File: config.mk
export PLATFORM = sky130hd
export DESIGN_NAME = ov5640_data_capture
export DESIGN_NICKNAME = d
export VERILOG_FILES = /design/src/rtl/ov5640_pkg.sv /design/src/rtl/ov5640_frame_gate.sv /design/src/rtl/ov5640_data_capture.sv
export SDC_FILE = /design/constraint.sdc
export NUM_CORES = 1
export LEC_CHECK = 0
export ABC_AREA = 1
export CAP_MARGIN = 20
export CORE_AREA = 2 2 51 53
export CTS_CLUSTER_DIAMETER = 50
export DETAILED_ROUTE_END_ITERATION = 10
export DIE_AREA = 0 0 53 55
export GPL_ROUTABILITY_DRIVEN = 0
export GPL_TIMING_DRIVEN = 0
export HOLD_SLACK_MARGIN = 0.12
export PLACE_DENSITY = 0.81
export SLEW_MARGIN = 20
export SYNTH_ARGS = -nofsm -noshare
export SYNTH_HDL_FRONTEND = slang
export SYNTH_SLANG_ARGS = --single-unit
File: constraint.sdc
create_clock -name ov5640_pclk -period 1.1 [get_ports ov5640_pclk]
set_clock_uncertainty 0.1 [all_clocks]
set_input_delay 0.22 -clock ov5640_pclk [delete_from_list [all_inputs] [get_ports ov5640_pclk]]
set_output_delay 0.22 -clock ov5640_pclk [all_outputs]
set_load 0.01 [all_outputs]
File: src/rtl/ov5640_pkg.sv
// Shared constants and pixel layout for the OV5640 DVP capture path.
// Holds the default frame-drop count, bus widths and the RGB565 field map.
package ov5640_pkg;

   localparam int unsigned OV5640_FRAME_DROP_DEF = 10;
   localparam int unsigned OV5640_PIX_W          = 16;
   localparam int unsigned OV5640_BYTE_W         = 8;

   // RGB565 field positions inside a 16-bit pixel
   localparam int unsigned RGB565_R_MSB = 15;
   localparam int unsigned RGB565_R_LSB = 11;
   localparam int unsigned RGB565_G_MSB = 10;
   localparam int unsigned RGB565_G_LSB = 5;
   localparam int unsigned RGB565_B_MSB = 4;
   localparam int unsigned RGB565_B_LSB = 0;

   typedef struct packed {
      logic [4:0] r;
      logic [5:0] g;
      logic [4:0] b;
   } rgb565_t;

endpackage

File: src/rtl/ov5640_frame_gate.sv
// Start-of-frame detection and start-up frame dropping.
// Ports:
//   clk, rst     - pixel clock, async active-high reset
//   vsync        - camera frame sync
//   sof_c        - combinational start-of-frame pulse (vsync rising edge)
//   frame_valid  - sticky flag, high once FRAME_DROP frames have passed
// Build option: OV5640_FRAME_DROP_EN enables the counter and flag; without
// it frame_valid is tied high and FRAME_DROP has no effect.
module ov5640_frame_gate
   import ov5640_pkg::*;
#(
   parameter int unsigned FRAME_DROP = OV5640_FRAME_DROP_DEF,
   parameter int unsigned CNT_W      = 4
) (
   input  logic clk,
   input  logic rst,
   input  logic vsync,
   output logic sof_c,
   output logic frame_valid
);

   // Reject counter widths that cannot hold the drop count
   if (FRAME_DROP > 32'd15 || FRAME_DROP >= (32'd1 << CNT_W)) begin : g_param_check
      $error("ov5640_frame_gate: FRAME_DROP out of range for CNT_W");
   end

   logic vsync_d;

   // Previous vsync sample for edge detection
   always_ff @(posedge clk or posedge rst) begin
      if (rst) vsync_d <= 1'b0;
      else     vsync_d <= vsync;
   end

   assign sof_c = vsync & ~vsync_d;

`ifdef OV5640_FRAME_DROP_EN
   localparam logic [CNT_W-1:0] DROP = CNT_W'(FRAME_DROP);

   logic [CNT_W-1:0] cnt;

   // Count frames up to DROP; the next frame start after that opens the gate
   always_ff @(posedge clk or posedge rst) begin
      if (rst) begin
         cnt         <= '0;
         frame_valid <= 1'b0;
      end else if (sof_c) begin
         if (cnt < DROP)  cnt         <= cnt + CNT_W'(1);
         if (cnt == DROP) frame_valid <= 1'b1;
      end
   end
`else
   assign frame_valid = 1'b1;
`endif

endmodule

File: src/rtl/ov5640_data_capture.sv
// OV5640 DVP capture front-end: pairs camera bytes into RGB565 pixels
// (first byte high) and suppresses output until start-up frames are dropped.
// Ports:
//   ov5640_pclk      - camera pixel clock (only clock)
//   sys_rst          - async active-high reset
//   ov5640_vsync     - frame sync
//   ov5640_href      - line valid
//   ov5640_data      - DVP byte bus
//   ov5640_wr_en     - one-cycle pixel write strobe
//   ov5640_data_out  - assembled pixel {first byte, second byte}
// Build option: OV5640_FRAME_DROP_EN enables start-up frame dropping.
module ov5640_data_capture
   import ov5640_pkg::*;
#(
   parameter int unsigned FRAME_DROP = OV5640_FRAME_DROP_DEF,
   parameter int unsigned CNT_W      = 4
) (
   input  logic                     ov5640_pclk,
   input  logic                     sys_rst,
   input  logic                     ov5640_vsync,
   input  logic                     ov5640_href,
   input  logic [OV5640_BYTE_W-1:0] ov5640_data,
   output logic                     ov5640_wr_en,
   output logic [OV5640_PIX_W-1:0]  ov5640_data_out
);

   logic                     sof_c;
   logic                     frame_valid;
   logic                     byte_sel;
   logic [OV5640_BYTE_W-1:0] hi_byte;
   logic                     pix_stb_c;

   ov5640_frame_gate #(
      .FRAME_DROP (FRAME_DROP),
      .CNT_W      (CNT_W)
   ) u_frame_gate (
      .clk         (ov5640_pclk),
      .rst         (sys_rst),
      .vsync       (ov5640_vsync),
      .sof_c       (sof_c),
      .frame_valid (frame_valid)
   );

   assign pix_stb_c = ov5640_href & byte_sel;

   // Byte pairing; byte_sel restarts at 0 whenever href drops, so an odd
   // trailing byte is simply never used
   always_ff @(posedge ov5640_pclk or posedge sys_rst) begin
      if (sys_rst) begin
         byte_sel        <= 1'b0;
         hi_byte         <= '0;
         ov5640_wr_en    <= 1'b0;
         ov5640_data_out <= '0;
      end else begin
         byte_sel <= ov5640_href ? ~byte_sel : 1'b0;
         // A stale high byte from an odd-length line is scrubbed at frame start
         if (ov5640_href && !byte_sel) hi_byte <= ov5640_data;
         else if (sof_c)               hi_byte <= '0;
         ov5640_wr_en <= pix_stb_c & frame_valid;
         if (pix_stb_c) ov5640_data_out <= {hi_byte, ov5640_data};
      end
   end

endmodule

== Yosys cells after proc, flatten, opt, wreduce, memory -nomap -nowiden ==
Index checks and enable logic that the tools add are counted.

* Output and inout bits: 17
* Register bits: 27
* Logic and storage cells: 15
* Input bits: 12

* Bitwise gates (word level): 4
* Reductions and logical operators: 3
* Multiplexer cells: 3

{| class="wikitable"
|+ Operators with widths
! operator !! number
|-
| two-way mux 8 bit || 2
|-
| bitwise AND 1 bit || 2
|-
| inverter 1 bit || 2
|-
| nonzero test 2 bit || 1
|-
| logical AND 1 bit || 1
|-
| logical NOT 1 bit || 1
|-
| two-way mux 1 bit || 1
|}

== Depth between registers and ports, before layout ==
* Depth after elaboration: 4
* Gate-level depth with buffers: 5
* Depth with buffers taken out: 5

== Modules after synthesis ==
Synthesis repeated with hierarchy kept, for this count alone.

* Cell total of the unflattened synthesis: 118
* Area total of the unflattened synthesis: 1112.3 µm²

{| class="wikitable"
|+ By module, submodules not included
! module !! sequential area each (µm²) !! cells an instance !! instances !! area an instance (µm²)
|-
| ov5640_data_capture || 650.6 || 112 || 1 || 1062.3
|-
| ov5640_frame_gate || 25.0 || 6 || 1 || 50.0
|}

== Worst setup path before layout ==
Ideal clock, no wire load.

* Path type: register to register
* Start: reg byte_sel
* End: reg ov5640_data_out[8]
* Setup slack: 123 ps
* Data required time: 884 ps
* Period minus slack after synthesis: 977 ps
* Path buffers: 1
* Data arrival time: 760 ps
* Cell stages (with the launch flop): 6
* Library setup time: 116 ps
* Cell sequence: dfrtp_1 -> nand2_4 -> inv_6 -> buf_8 -> nand2_1 -> nand2_1

* Cells in the longest elaborated chain, start to end: 1

{| class="wikitable"
|+ Ends and longest elaborated chain
! element !! line !! text
|-
| start: declaration || ov5640_data_capture.sv:29 || <nowiki>logic byte_sel;</nowiki>
|-
| start signal: assignment || ov5640_data_capture.sv:55 || <nowiki>byte_sel <= ov5640_href ? ~byte_sel : 1'b0;</nowiki>
|-
| bitwise AND 1 bit || ov5640_data_capture.sv:44 || <nowiki>assign pix_stb_c = ov5640_href & byte_sel;</nowiki>
|-
| named net pix_stb_c || ov5640_data_capture.sv:31 || <nowiki>logic pix_stb_c;</nowiki>
|-
| end signal: assignment || ov5640_data_capture.sv:60 || <nowiki>if (pix_stb_c) ov5640_data_out <= {hi_byte, ov5640_data};</nowiki>
|-
| end: declaration || ov5640_data_capture.sv:24 || <nowiki>output logic [OV5640_PIX_W-1:0] ov5640_data_out</nowiki>
|}

The timed path passes the listed nets, and every way through them passes these cells.
A chain may end at the register's enable or synchronous reset.

== Worst setup path after layout ==
* Start: reg ov5640_data_out[2]
* End: out ov5640_data_out[2]

No word-level cell between the ends.

==> flow_metrics.env <==
export IMPL_netlist_instances=109
export IMPL_required_ns=0.78
export IMPL_min_period_ns=1.21
export IMPL_synth_area_leaders="dfrtp_1 66%, nand2_1 24%, nand3_1 3.9%, buf_8 1.5%, inv_1 1.1%"
export IMPL_drt_iter0_drc=16
export IMPL_die_area_um2=2920
export IMPL_grt_use_total=0.158
export IMPL_post_route_util=0.578
export IMPL_synth_most_common_cell="nand2_1"
export IMPL_ir_drop_v=0.000914
export IMPL_grt_first_pass_wirelength_mm=3.33
export IMPL_place_ws_ns=-0.467
export IMPL_cp_max_fo=2
export IMPL_synth_cell_types=10
export IMPL_highest_layer="met4"
export IMPL_coreArea_um2=2360
export IMPL_fillerInstances=211
export IMPL_grt_pass1_vias=724
export IMPL_tightest_slew_ns=0.563
export IMPL_min_delay_path_class="input pin to asynchronous set/reset pin"
export IMPL_async_flop_share=1.00
export IMPL_antenna_left=0
export IMPL_arrival_ns=0.89
export IMPL_synth_edf_count=0
export IMPL_dr_wl_met2_um=973
export IMPL_p_leak_nw=0.773
export IMPL_die_h_um=55
export IMPL_htree_levels=1
export IMPL_setup_slack_ns=-0.108
export IMPL_synthToLayoutAreaGrowth_pct=33.6
export IMPL_setup_tns_ns=-1.43
export IMPL_finalCritPeriodShare=1.10
export IMPL_rsz0062_at_grt="yes"
export IMPL_grt_max_degree=28
export IMPL_start_kind="flop"
export IMPL_slew_headroom=0.624
export IMPL_vias=847
export IMPL_finalHoldViolCount=0
export IMPL_crit_type="flop to output port"
export IMPL_cp_end_kind="output port"
export IMPL_cts_reportedPaths_clkPinSlew_ns=0.15
export IMPL_antenna_found_initial=0
export IMPL_fin_area_um2=1370
export IMPL_wl_per_cell_um=11.3
export IMPL_worstPathCellList="buf_2"
export IMPL_final_setup_viol_count=17
export IMPL_root_buffer="clkbuf_4"
export IMPL_grt_overflow=0
export IMPL_cts_sinks=27
export IMPL_drv_cap=0
export IMPL_die_x_um=53
export IMPL_cpLargestDelayFamily="flip-flops"
export IMPL_syn_cell_area_um2=1020
export IMPL_syn_num_nets=121
export IMPL_yosysSeqAreaShare=0.660
export IMPL_critPathBufInv=1
export IMPL_synth_top_area_share=0.660
export IMPL_wl_met1_um=913
export IMPL_port_buffers=28
export IMPL_slowest_delay_ns=0.42
export IMPL_core_rowCount=18
export IMPL_cts_buffer_depth=2
export IMPL_clk_latency_ns=0.33
export IMPL_ys_dominant_reg_cell="dfrtp_1"
export IMPL_drc=0
export IMPL_dp_hpwl_mm=1.42
export IMPL_ios=29
export IMPL_violations="negative setup slack"
export IMPL_placed_area_um2=1340
export IMPL_antennaDiodeCount=0
export IMPL_syn_avg_cell_area_um2=9.39
export IMPL_cts_buffers=3
export IMPL_synth_seq_cells=27
export IMPL_via_per_inst=4.76
export IMPL_finalMaxSlewViolations=0
export IMPL_wl_met3_um=100
export IMPL_timing_fmax_mhz=828
export IMPL_slowest_stage="dfrtp_1"
export IMPL_whs_ns=0.170
export IMPL_finalWirelength_mm=2.01
export IMPL_ys_warn_count=0
export IMPL_power_density_nw_per_um2=1540
export IMPL_cts_tree="done"
export IMPL_nets=161
export IMPL_initial_core_util=0.433
export IMPL_layout_drive_gt1_share=0.243
export IMPL_synth_largest_area_cell="dfrtp_1"
export IMPL_status="finished, violations left"
export IMPL_first_pass_iters=3
export IMPL_netlist_top_cells_count="65 x nand2_1, 27 x dfrtp_1, 8 x nand3_1"
==> power breakdown <==
group | internal [mW] | switching (mW) | total (mW)
Sequential | 1.13 | 0.0724 | 1.20
Clock | 0.136 | 0.291 | 0.427
Combinational | 0.231 | 0.241 | 0.472
Total | 1.50 | 0.604 | 2.10
==> per-layer routing <==
metal / global-route usage / up-vias
met5: 0 / -
met4: 0.0513 / 0
met3: 0.0296 / 3
met2: 0.256 / 26
met1: 0.216 / 409
li1: - / 409
==> sequential cells by signal (all words and copies together) (netlist names) <==
name	cells
u_frame_gate.vsync_d	1
ov5640_wr_en	1
byte_sel	1
hi_byte	8
ov5640_data_out	16
==> worst paths after layout <==
path	from	endpoint	slack [ns]	cells past startpoint
setup / recovery	ov5640_data_out[2]$_DFFE_PP0P_	ov5640_data_out[2]	-0.11	1
hold / removal	sys_rst	ov5640_data_out[10]$_DFFE_PP0P_	0.17	2
setup reg to reg	byte_sel$_DFF_PP0_	hi_byte[2]$_DFFE_PP0P_	0.05	5
hold reg to reg	ov5640_data_out[3]$_DFFE_PP0P_	ov5640_data_out[3]$_DFFE_PP0P_	0.40	2
max in group asynchronous	sys_rst	hi_byte[2]$_DFFE_PP0P_	0.40	2
min in group ov5640_pclk	ov5640_href	ov5640_data_out[14]$_DFFE_PP0P_	0.26	4
==> per-stage QoR <==
stage	std cells	total power, mW
6_report	178	2.10
5_1_grt	178	2.22
4_1_cts	174	2.06
3_5_place_dp	167	1.73
3_3_place_gp	167	1.71
2_1_floorplan	109	1.43
==> kinds of logic after synthesis <==
group / share of synthesized area
buf+inv: 0.0452
simple gates: 0.295
flops: 0.660
==> cell type report <==
| class | instances | area, um2 | area share |
|---|---|---|---|
| inverter | 5 | 30.0 | 0.0220 |
| multi-input combinational | 76 | 313 | 0.229 |
| timing repair buffer | 33 | 254 | 0.186 |
| sequential | 27 | 676 | 0.494 |
| clock inverter | 1 | 5.00 | 0.00366 |
| tap | 30 | 37.5 | 0.0274 |
| timing repair inverter | 1 | 7.51 | 0.00549 |
| clock buffer | 3 | 22.5 | 0.0165 |
| buffer | 2 | 22.5 | 0.0165 |
==> cells in the final DEF (no fill, tap or decap) <==
cell type,instances
dlymetal6s2s_1,1
buf_6,3
buf_2,14
clkinvlp_4,2
nand2_1,65
clkbuf_4,3
inv_4,1
inv_6,1
buf_8,1
inv_1,1
clkinv_2,1
inv_2,1
nand3_1,8
dfrtp_1,27
clkdlybuf4s50_1,10
buf_4,6
nand2_2,1
nand2_4,2
==> timing repair <==
action / in CTS / in global routing
resized for setup: 69 / 7
hold buffers: 0 / 0
buffers inserted: 3 / 2
setup endpoints to repair: 44 / 35
cloned: 0 / 2
pin swaps: 0 / 1
Power figures use the tool's default switching activity.
